**src/rtl/fp16_add_issue_if.sv**
```systemverilog
// Handshake bundle between the FP16 operand sequencer, the adder pipeline and the result consumer.
// slave = sequencer side; master = environment (upstream source, adder, downstream sink).
// Optional err_cnt exists only when FP16_ADD_ISSUE_ERRCNT_EN is defined.
interface fp16_add_issue_if;
    logic        in_valid;
    logic [15:0] in_data;
    logic        in_last;
    logic        in_ready;
    logic [15:0] add_data1;
    logic [15:0] add_data2;
    logic        add_valid;
    logic [15:0] add_result;
    logic        add_update;
    logic        out_valid;
    logic [15:0] out_data;
    logic        out_ready;
    logic        err_ovf;
`ifdef FP16_ADD_ISSUE_ERRCNT_EN
    logic [7:0]  err_cnt;
`endif

    modport slave (
        input  in_valid, in_data, in_last, add_result, add_update, out_ready,
        output in_ready, add_data1, add_data2, add_valid, out_valid, out_data, err_ovf
`ifdef FP16_ADD_ISSUE_ERRCNT_EN
        , output err_cnt
`endif
    );

    modport master (
        output in_valid, in_data, in_last, add_result, add_update, out_ready,
        input  in_ready, add_data1, add_data2, add_valid, out_valid, out_data, err_ovf
`ifdef FP16_ADD_ISSUE_ERRCNT_EN
        , input err_cnt
`endif
    );
endinterface

```
**src/rtl/fp16_add_issue.sv**
```systemverilog
// Pairs a stream of FP16 values into adder operands and buffers adder results in a DEPTH-entry FIFO.
// Latency: accept->add_valid 1 cycle, add_update->out_valid 1 cycle. Optional FP16_ADD_ISSUE_ERRCNT_EN adds err_cnt.
// Backpressure: in_ready drops when issue credits run out, so the adder can never overrun the FIFO.
module fp16_add_issue #(
    parameter int DEPTH = 4,
    parameter int CW    = 3
) (
    input  logic            clk,
    input  logic            rst,
    fp16_add_issue_if.slave bus
);
    localparam int AW = $clog2(DEPTH);

    typedef enum logic {IDLE, HOLD} state_t;

    state_t        state_q, state_d;
    logic [15:0]   opa_q, opa_d;
    logic [15:0]   d1_q, d1_d, d2_q, d2_d;
    logic          vld_q, vld_d;
    logic [CW-1:0] credit_q, credit_d;
    logic [CW-1:0] cnt_q, cnt_d;
    logic [AW-1:0] wr_q, rd_q;
    logic [15:0]   mem_q [DEPTH];
    logic          err_q;

    logic accept, issue, pop, push, full, ret;

    assign accept = bus.in_valid & bus.in_ready;
    assign issue  = accept & ((state_q == HOLD) | bus.in_last);
    assign full   = (cnt_q == CW'(DEPTH));
    assign pop    = (cnt_q != '0) & bus.out_ready;
    assign push   = bus.add_update & ~full;
    assign ret    = pop & (credit_q != CW'(DEPTH));

    assign bus.in_ready  = ~rst & (credit_q != '0);
    assign bus.add_data1 = d1_q;
    assign bus.add_data2 = d2_q;
    assign bus.add_valid = vld_q;
    assign bus.out_valid = (cnt_q != '0);
    assign bus.out_data  = mem_q[rd_q];
    assign bus.err_ovf   = err_q;

    always_comb begin
        state_d = state_q;
        opa_d   = opa_q;
        d1_d    = d1_q;
        d2_d    = d2_q;
        vld_d   = 1'b0;
        if (accept) begin
            case (state_q)
                IDLE: begin
                    if (bus.in_last) begin
                        vld_d = 1'b1;
                        d1_d  = bus.in_data;
                        d2_d  = 16'h0000;
                    end else begin
                        opa_d   = bus.in_data;
                        state_d = HOLD;
                    end
                end
                HOLD: begin
                    // in_last is irrelevant here: the pair completes either way
                    vld_d   = 1'b1;
                    d1_d    = opa_q;
                    d2_d    = bus.in_data;
                    state_d = IDLE;
                end
                default: state_d = IDLE;
            endcase
        end
    end

    always_comb begin
        credit_d = credit_q;
        case ({issue, ret})
            2'b10:   credit_d = credit_q - CW'(1);
            2'b01:   credit_d = credit_q + CW'(1);
            default: credit_d = credit_q;
        endcase
        cnt_d = cnt_q;
        case ({push, pop})
            2'b10:   cnt_d = cnt_q + CW'(1);
            2'b01:   cnt_d = cnt_q - CW'(1);
            default: cnt_d = cnt_q;
        endcase
    end

    always_ff @(posedge clk or posedge rst) begin
        if (rst) begin
            state_q  <= IDLE;
            opa_q    <= '0;
            d1_q     <= '0;
            d2_q     <= '0;
            vld_q    <= 1'b0;
            credit_q <= CW'(DEPTH);
            cnt_q    <= '0;
            wr_q     <= '0;
            rd_q     <= '0;
            err_q    <= 1'b0;
            for (int i = 0; i < DEPTH; i++) mem_q[i] <= '0;
        end else begin
            state_q  <= state_d;
            opa_q    <= opa_d;
            d1_q     <= d1_d;
            d2_q     <= d2_d;
            vld_q    <= vld_d;
            credit_q <= credit_d;
            cnt_q    <= cnt_d;
            if (push) begin
                mem_q[wr_q] <= bus.add_result;
                wr_q        <= wr_q + AW'(1);
            end
            if (pop) rd_q <= rd_q + AW'(1);
            if (bus.add_update & full) err_q <= 1'b1;
        end
    end

`ifdef FP16_ADD_ISSUE_ERRCNT_EN
    logic [7:0] errcnt_q;
    assign bus.err_cnt = errcnt_q;

    always_ff @(posedge clk or posedge rst) begin
        if (rst) begin
            errcnt_q <= '0;
        end else if (push && bus.add_result == 16'hFFFF && errcnt_q != 8'hFF) begin
            errcnt_q <= errcnt_q + 8'd1;
        end
    end
`endif
endmodule

```
**src/flat_wrapper.sv**
```systemverilog
// flat-port wrapper written by rule: the top's interface ports become plain ports
module fp16_add_issue_flat 
#(
    parameter int DEPTH = 4,
    parameter int CW    = 3
)
  (clk, rst, bus_in_valid, bus_in_data, bus_in_last, bus_add_result, bus_add_update, bus_out_ready, bus_in_ready, bus_add_data1, bus_add_data2, bus_add_valid, bus_out_valid, bus_out_data, bus_err_ovf);
  fp16_add_issue_if bus_i ();
  input  logic clk;
  input  logic rst;
  input wire logic [$bits(bus_i.in_valid)-1:0] bus_in_valid;
  input wire logic [$bits(bus_i.in_data)-1:0] bus_in_data;
  input wire logic [$bits(bus_i.in_last)-1:0] bus_in_last;
  input wire logic [$bits(bus_i.add_result)-1:0] bus_add_result;
  input wire logic [$bits(bus_i.add_update)-1:0] bus_add_update;
  input wire logic [$bits(bus_i.out_ready)-1:0] bus_out_ready;
  output wire logic [$bits(bus_i.in_ready)-1:0] bus_in_ready;
  output wire logic [$bits(bus_i.add_data1)-1:0] bus_add_data1;
  output wire logic [$bits(bus_i.add_data2)-1:0] bus_add_data2;
  output wire logic [$bits(bus_i.add_valid)-1:0] bus_add_valid;
  output wire logic [$bits(bus_i.out_valid)-1:0] bus_out_valid;
  output wire logic [$bits(bus_i.out_data)-1:0] bus_out_data;
  output wire logic [$bits(bus_i.err_ovf)-1:0] bus_err_ovf;
  assign bus_i.in_valid = bus_in_valid;
  assign bus_i.in_data = bus_in_data;
  assign bus_i.in_last = bus_in_last;
  assign bus_i.add_result = bus_add_result;
  assign bus_i.add_update = bus_add_update;
  assign bus_i.out_ready = bus_out_ready;
  assign bus_in_ready = bus_i.in_ready;
  assign bus_add_data1 = bus_i.add_data1;
  assign bus_add_data2 = bus_i.add_data2;
  assign bus_add_valid = bus_i.add_valid;
  assign bus_out_valid = bus_i.out_valid;
  assign bus_out_data = bus_i.out_data;
  assign bus_err_ovf = bus_i.err_ovf;
  fp16_add_issue #(.DEPTH(DEPTH), .CW(CW)) u_core (.clk(clk), .rst(rst), .bus(bus_i));
endmodule
```
**config.mk**
```make
export PLATFORM = sky130hd
export DESIGN_NAME = fp16_add_issue_flat
export DESIGN_NICKNAME = d
export VERILOG_FILES = /design/src/rtl/fp16_add_issue_if.sv /design/src/rtl/fp16_add_issue.sv /design/src/flat_wrapper.sv
export SDC_FILE = /design/constraint.sdc
export NUM_CORES = 1
export LEC_CHECK = 0
export CORE_MARGIN = 2
export CORE_UTILIZATION = 50
export CTS_CLUSTER_SIZE = 20
export DETAILED_ROUTE_END_ITERATION = 8
export PLACE_DENSITY = 0.76
export SETUP_SLACK_MARGIN = 0.15
export SLEW_MARGIN = 30
export SYNTH_ARGS = -nofsm -noshare
export SYNTH_HDL_FRONTEND = slang
export SYNTH_SLANG_ARGS = --single-unit
```
**constraint.sdc**
```tcl
create_clock -name clk -period 5.1 [get_ports clk]
set_clock_uncertainty 0.15 [all_clocks]
set_input_delay 0.765 -clock clk [delete_from_list [all_inputs] [get_ports clk]]
set_output_delay 0.765 -clock clk [all_outputs]
set_load 0.02 [all_outputs]
```
==> results of run 1 <==
-- kinds of logic after synthesis --
kind of cell	count (synthesis)
xor gates and xnor gates	9
adders and majority gates	8
DFF	125
and+or+nand+nor	23
buffers and inverters	24
AOI/OAI and AO/OA	20
muxes	131
-- metal layers --
layer | share of wire (%) | GRT usage, % | vias up
met3 | 7.4 | 7.96 | 9
met1 | 43 | 24.9 | 1676
met2 | 49 | 34.1 | 107
met5 | 0 | 0 | -
met4 | 0.80 | 5.49 | 0
li1 | - | - | 1426
-- metrics by stage --
stage | setup slack [ns] | total power [W]
6_report | 1.72 | 0.00514
5_1_grt | 1.60 | 0.00543
4_1_cts | 1.68 | 0.00519
3_5_place_dp | 1.53 | 0.00398
3_3_place_gp | 1.63 | 0.00390
2_1_floorplan | 0.859 | 0.00317
-- registers in the layout, summed over array words and instances, names as in the netlist, 2 cells and up --
register and cells:
u_core.bus.add_data1 16, u_core.bus.add_data2 16, u_core.cnt_q 3, u_core.credit_q 3, u_core.mem_q 64, u_core.opa_q 16
u_core.rd_q 2, u_core.wr_q 2
-- cell type report --
cell class / instances / area (µm²)
flip-flops and latches: 125 / 3130
multi-input cells: 191 / 2180
clock inverters: 8 / 115
well taps: 140 / 175
clock buffers: 23 / 457
inverters: 8 / 35.0
fillers: 820 / 3710
repair buffers: 95 / 936
-- cell usage in the layout (no fill, tap or decap), drive strengths merged, types with 5 or more instances in the layout --
master / instances
a22o: 16
ha: 6
clkinv: 5
clkbuf: 23
mux2: 114
mux4: 16
nor2: 9
buf: 6
inv: 8
nand2: 6
clkdlybuf4s50: 89
xor2: 5
dfrtp: 124
-- final timing paths --
kind | endpoint | slack [ns] | depth (start not counted)
min in group asynchronous | u_core.bus.add_data1[11] | 0.59 | 2
max in group asynchronous | u_core.rd_q[0] | 3.13 | 3
worst min-delay path | u_core.bus.err_ovf | 0.33 | 1
worst max register to register | u_core.credit_q[1] | 2.06 | 6
worst min register to register | u_core.bus.err_ovf | 0.33 | 1
worst max-delay path | bus_out_data[7] | 1.72 | 2
-- Yosys cell counts --
cell        n  area [µm²]
inv_4       1        6.26
buf_4       3        22.5
nand2b_1    2        12.5
mux2_2    105        1180
mux2_4      9         135
fa_1        2        40.0
a21boi_0    1        7.51
buf_2       6        30.0
inv_1       7        26.3
nand2_1     6        22.5
clkbuf_1    4        15.0
mux2i_1     1        10.0
nor2_1      9        33.8
xor2_1      5        43.8
buf_12      1        20.0
a22o_1     16         140
or4_4       1        11.3
buf_6       1        11.3
dfrtp_1   124        3100
xnor2_1     4        35.0
dfstp_2     1        26.3
o21ai_0     1        5.00
buf_1       1        3.75
nor3_2      1        10.0
nor3b_2     2        25.0
or3_1       2        12.5
a21o_1      1        7.51
mux4_2     16         360
o31a_1      1        8.76
ha_1        6        75.1
-- power groups by stage --
stage               combinational, W  sequential [W]  clock (W)
global route                 0.00223         0.00195    0.00124
floorplan                    0.00130         0.00187          0
global placement             0.00205         0.00186          0
detailed placement           0.00210         0.00188          0
finish                       0.00209         0.00187    0.00118
CTS                          0.00211         0.00188    0.00119
==> impl_metrics.tcl, run 1 <==
set metrics [dict create \
    io_pins 90 \
    min_period_over_period_pct 66.4 \
    drt-vias-per-instance 5.45 \
    drive_above_1_share_pct 38.0 \
    synth.area.mux_share_pct 31.0 \
    drc 0 \
    dieArea_mm2 0.0117 \
    crit_path_max_fanout 18 \
    pwr-share-comb_pct 40.6 \
    area_growth_pct 29.2 \
    worstPathRequired_ns 4.18 \
    cts_tree "done" \
    yosysSeqAreaShare_pct 57.5 \
    seqPwrFrac_pct 36.5 \
    synth_top_family_by_area "multiplexers" \
    slowest_stage "dfrtp_2" \
    postLayoutCellArea_mm2 0.00703 \
    final_cells 590 \
    final_core_util_pct 65.5 \
    cp-start-kind "register" \
    first_global_vias 3524 \
    cp.arrival_ns 2.47 \
    reg2reg_from "u_core.state_q" \
    critical_path_class "register to output port" \
    cts_repair_resize_count 0 \
    synth_cell_type_count 30 \
    avgSynthCellArea_um2 16.0 \
    grt_antenna_before_repair 0 \
    outcome "finished clean" \
    cp_top_family "flip-flops" \
    final_nets 484 \
    vias 3218 \
    synth_compound_gate_area_share_pct 3.10 \
    rsz0062_at_grt "no" \
    max_stage_delay_ns 0.76 \
    synthAdderAreaFrac_pct 2.11 \
    clockBufferDepth 2 \
    syn_nets 386 \
    cts-root-buf "clkbuf_8" \
    dpl_cell_area_mm2 0.00645 \
    wirelength_um 10900 \
    holdWs_ns 0.327 \
    grt_pass1_wl_um 18000 \
    core_area_mm2 0.0107 \
    initial_core_util_pct 50.7 \
    grt.total_usage_pct 20.4 \
    internal-power_w 0.00351 \
    numCtsBuffers 17 \
    switching_share_pct 31.7 \
    grt.overflow.total 0 \
    max_slew_margin_pct 44.4 \
    synth_cells 340 \
    hold_buffers 0 \
    htreeDepth 4 \
    setup_tns_ns 0 \
    clk_latency_ns 0.51 \
    yosys.area_share.simple_pct 2.34 \
    min-delay-start "u_core.bus.err_ovf" \
    p_per_area_mw_per_mm2 731 \
    hold_viol 0 \
    synth-xor-area-share_pct 1.45 \
    crit_chain "mux4_2, clkdlybuf4s50_1" \
    drtAntennaViolNets 0 \
    leakage_nw 3.01 \
    std_cell_rows 38 \
    tightest_slew_ns 0.834 \
    wl_per_cell_um 18.5 \
    cap_viol_max_count 0 \
    grt_max_degree 52 \
    die_h_um 108 \
    dr.pass1.iters 4 \
    synth_seq_cells 125 \
    numClockSinks 125 \
    p_clk_share_pct 22.9 \
    hold_class "register to register" \
    worst-path-buf-inv 1 \
    dp_hpwl_um 6830 \
    synth_warnings 0 \
    finalSetupViolCount 0 \
    max_freq_mhz 295 \
    clkTransAtPathRegs_ns 0.05 \
    postCtsSetupRepairBufs 0 \
    diodes 0 \
    die_w_um 108 \
    end_kind "output port" \
    synthesis.area_mm2 0.00544 \
    ir_drop_uv 490 \
    gp_congestion 0.729 \
    crit_start "u_core.rd_q[0]" \
    drt-initial-drc-count 130 \
    place_inst 559 \
    place.port_buffers 89 \
    fin_crit_ns 3.38 \
    finalMaxSlewViolations 0 \
    p_sw_w 0.00163 \
]
(Power assumes the default switching activity.)
==> run 2: changes to the inputs <==
--- a/config.mk
+++ b/config.mk
@@ -6,7 +6,7 @@
 export NUM_CORES = 1
 export LEC_CHECK = 0
 export CORE_MARGIN = 2
-export CORE_UTILIZATION = 50
+export CORE_UTILIZATION = 48
 export CTS_CLUSTER_SIZE = 20
 export DETAILED_ROUTE_END_ITERATION = 8
 export PLACE_DENSITY = 0.76
==> constraint.sdc (replaced) <==
create_clock -name clk -period 3.1 [get_ports clk]
set_clock_uncertainty 0.15 [all_clocks]
set_input_delay 0.465 -clock clk [delete_from_list [all_inputs] [get_ports clk]]
set_output_delay 0.465 -clock clk [all_outputs]
set_load 0.02 [all_outputs]
==> run 2 against run 1 <==
Clock-buffer cell count decreased by 3. Utilization increased by 0.23 points. Critical endpoint is now bus_out_data[10]. Die area increased by 4.0%. Power increased by 70%. Highest routed layer unchanged. Setup slack got worse by 1.4 ns. Flip-flop and latch count unchanged.
==> impl_metrics.tcl, run 2 (synthesis gave the netlist of run 1 again) <==
set metrics [dict create \
    min_period_over_period_pct 90.8 \
    largest_reg_flops 64 \
    end_kind "output port" \
    drtAntennaViolNets 0 \
    gp_congestion 0.712 \
    wirelength_um 11000 \
    cp-start-kind "register" \
    reg2regPathDepth 8 \
    finalSetupViolCount 0 \
    outcome "finished clean" \
    fin_crit_ns 2.82 \
    postCtsSetupRepairBufs 0 \
    clkTransAtPathRegs_ns 0.05 \
    grt.overflow.total 0 \
    crit_start "u_core.rd_q[0]" \
    cp.arrival_ns 2.20 \
    layout_common_cells "124 x dfrtp_1, 105 x mux2_2, 89 x clkdlybuf4s50_1, 17 x clkbuf_16" \
    ir_drop_uv 771 \
    numClockSinks 125 \
    setup_tns_ns 0 \
    crit_path_max_fanout 11 \
    first_global_vias 3544 \
    place.port_buffers 89 \
    layout_commonest_cell "dfrtp_1" \
    vias 3248 \
    grt_antenna_before_repair 0 \
    area_growth_pct 32.0 \
    dp_hpwl_um 6900 \
    p_total_w 0.00875 \
    hold_viol 0 \
    cts_repair_resize_count 0 \
    numCtsBuffers 17 \
    worstPathRequired_ns 2.48 \
    finalMaxSlewViolations 0 \
    initial_core_util_pct 49.8 \
    drt-vias-per-instance 5.46 \
    max_freq_mhz 355 \
    htreeDepth 4 \
    min-delay-start "u_core.bus.err_ovf" \
    drive_above_1_share_pct 39.1 \
    grt_max_degree 54 \
    top_register "u_core.mem_q" \
    final_nets 489 \
    tightest_slew_ns 0.749 \
    cts_tree "done" \
    reg2reg_setup_slack_ns 0.73 \
    clk_latency_ns 0.40 \
    dieArea_mm2 0.0122 \
    drc 0 \
    cap_viol_max_count 0 \
    grt_pass1_wl_um 18600 \
    critical_path_class "register to output port" \
    p_per_area_mw_per_mm2 1220 \
    wl_per_cell_um 18.5 \
    core_area_mm2 0.0109 \
    dr.pass1.iters 4 \
    die_h_um 110 \
    leakage_nw 3.06 \
    hold_class "register to register" \
    io_pins 90 \
    max_slew_margin_pct 50.0 \
    grt.total_usage_pct 19.1 \
    clockBufferDepth 2 \
    cts-root-buf "clkbuf_16" \
    crit-reg2reg-capture "u_core.cnt_q[2]" \
    drt-initial-drc-count 116 \
    hold_buffers 0 \
    reg2reg_from "u_core.cnt_q[0]" \
    diodes 0 \
    std_cell_rows 38 \
    endpoint "bus_out_data[10]" \
    rsz0062_at_grt "no" \
    die_w_um 110 \
    min_path_cells 1 \
]
==> run 2: cell types whose count changed in the layout (fill, tap and decap cells not counted), sizes merged <==
cell | previous run | this run
buf | 6 | 11
bufinv | 3 | 5
clkbuf | 23 | 20
clkinv | 5 | 2
clkinvlp | 0 | 5
inv | 8 | 7
==> run 2: worst max-delay path, stage by stage, from the launching register on <==
cell,delay [ns]
dfrtp_1,0.40
buf_4,0.28
mux4_2,0.56
clkdlybuf4s50_1,0.56
==> run 2: layout make-up <==
class,count,area [µm²]
Clock buffer,20,457
Sequential cell,125,3130
Clock inverter,11,190
Tap cell,140,175
Multi-Input combinational cell,191,2180
Fill cell,827,3750
Inverter,8,36.3
Timing Repair Buffer,100,1010
==> run 2: how the worst min path moves through the flow <==
stage	endpoint	slack, ns
final	u_core.bus.err_ovf	0.30
after global routing	u_core.bus.err_ovf	0.33
after CTS	u_core.bus.err_ovf	0.31
after detailed placement	u_core.bus.err_ovf	0.30
after global placement	u_core.bus.err_ovf	0.29
after floorplan	u_core.cnt_q[2]	0.32
==> run 2: routing by layer <==
metal / vias to the layer above / routed length [µm] / global-route usage (%)
li1: 1448 / - / -
met1: 1704 / 4810 / 24.8
met2: 85 / 5400 / 30.9
met3: 11 / 676 / 6.53
met4: 0 / 110 / 5.25
met5: - / 0 / 0
==> run 2: metrics by stage <==
stage | instances | setup WS [ns] | hold WS (ns) | cell area [µm²] | util [%]
3_3_place_gp | 564 | 0.365 | 0.292 | 6530 | 59.7
2_1_floorplan | 340 | 0.573 | 0.319 | 5450 | -
4_1_cts | 595 | 0.247 | 0.311 | 7180 | 65.6
3_5_place_dp | 564 | 0.302 | 0.300 | 6530 | 59.7
6_report | 595 | 0.284 | 0.303 | 7180 | 65.7
5_1_grt | 595 | 0.186 | 0.333 | 7180 | 65.7
==> run 2: report_power, final <==
| part | switching, W | internal (W) |
|---|---|---|
| combinational | 0.00152 | 0.00210 |
| clock | 0.000696 | 0.00146 |
| sequential | 0.000501 | 0.00247 |
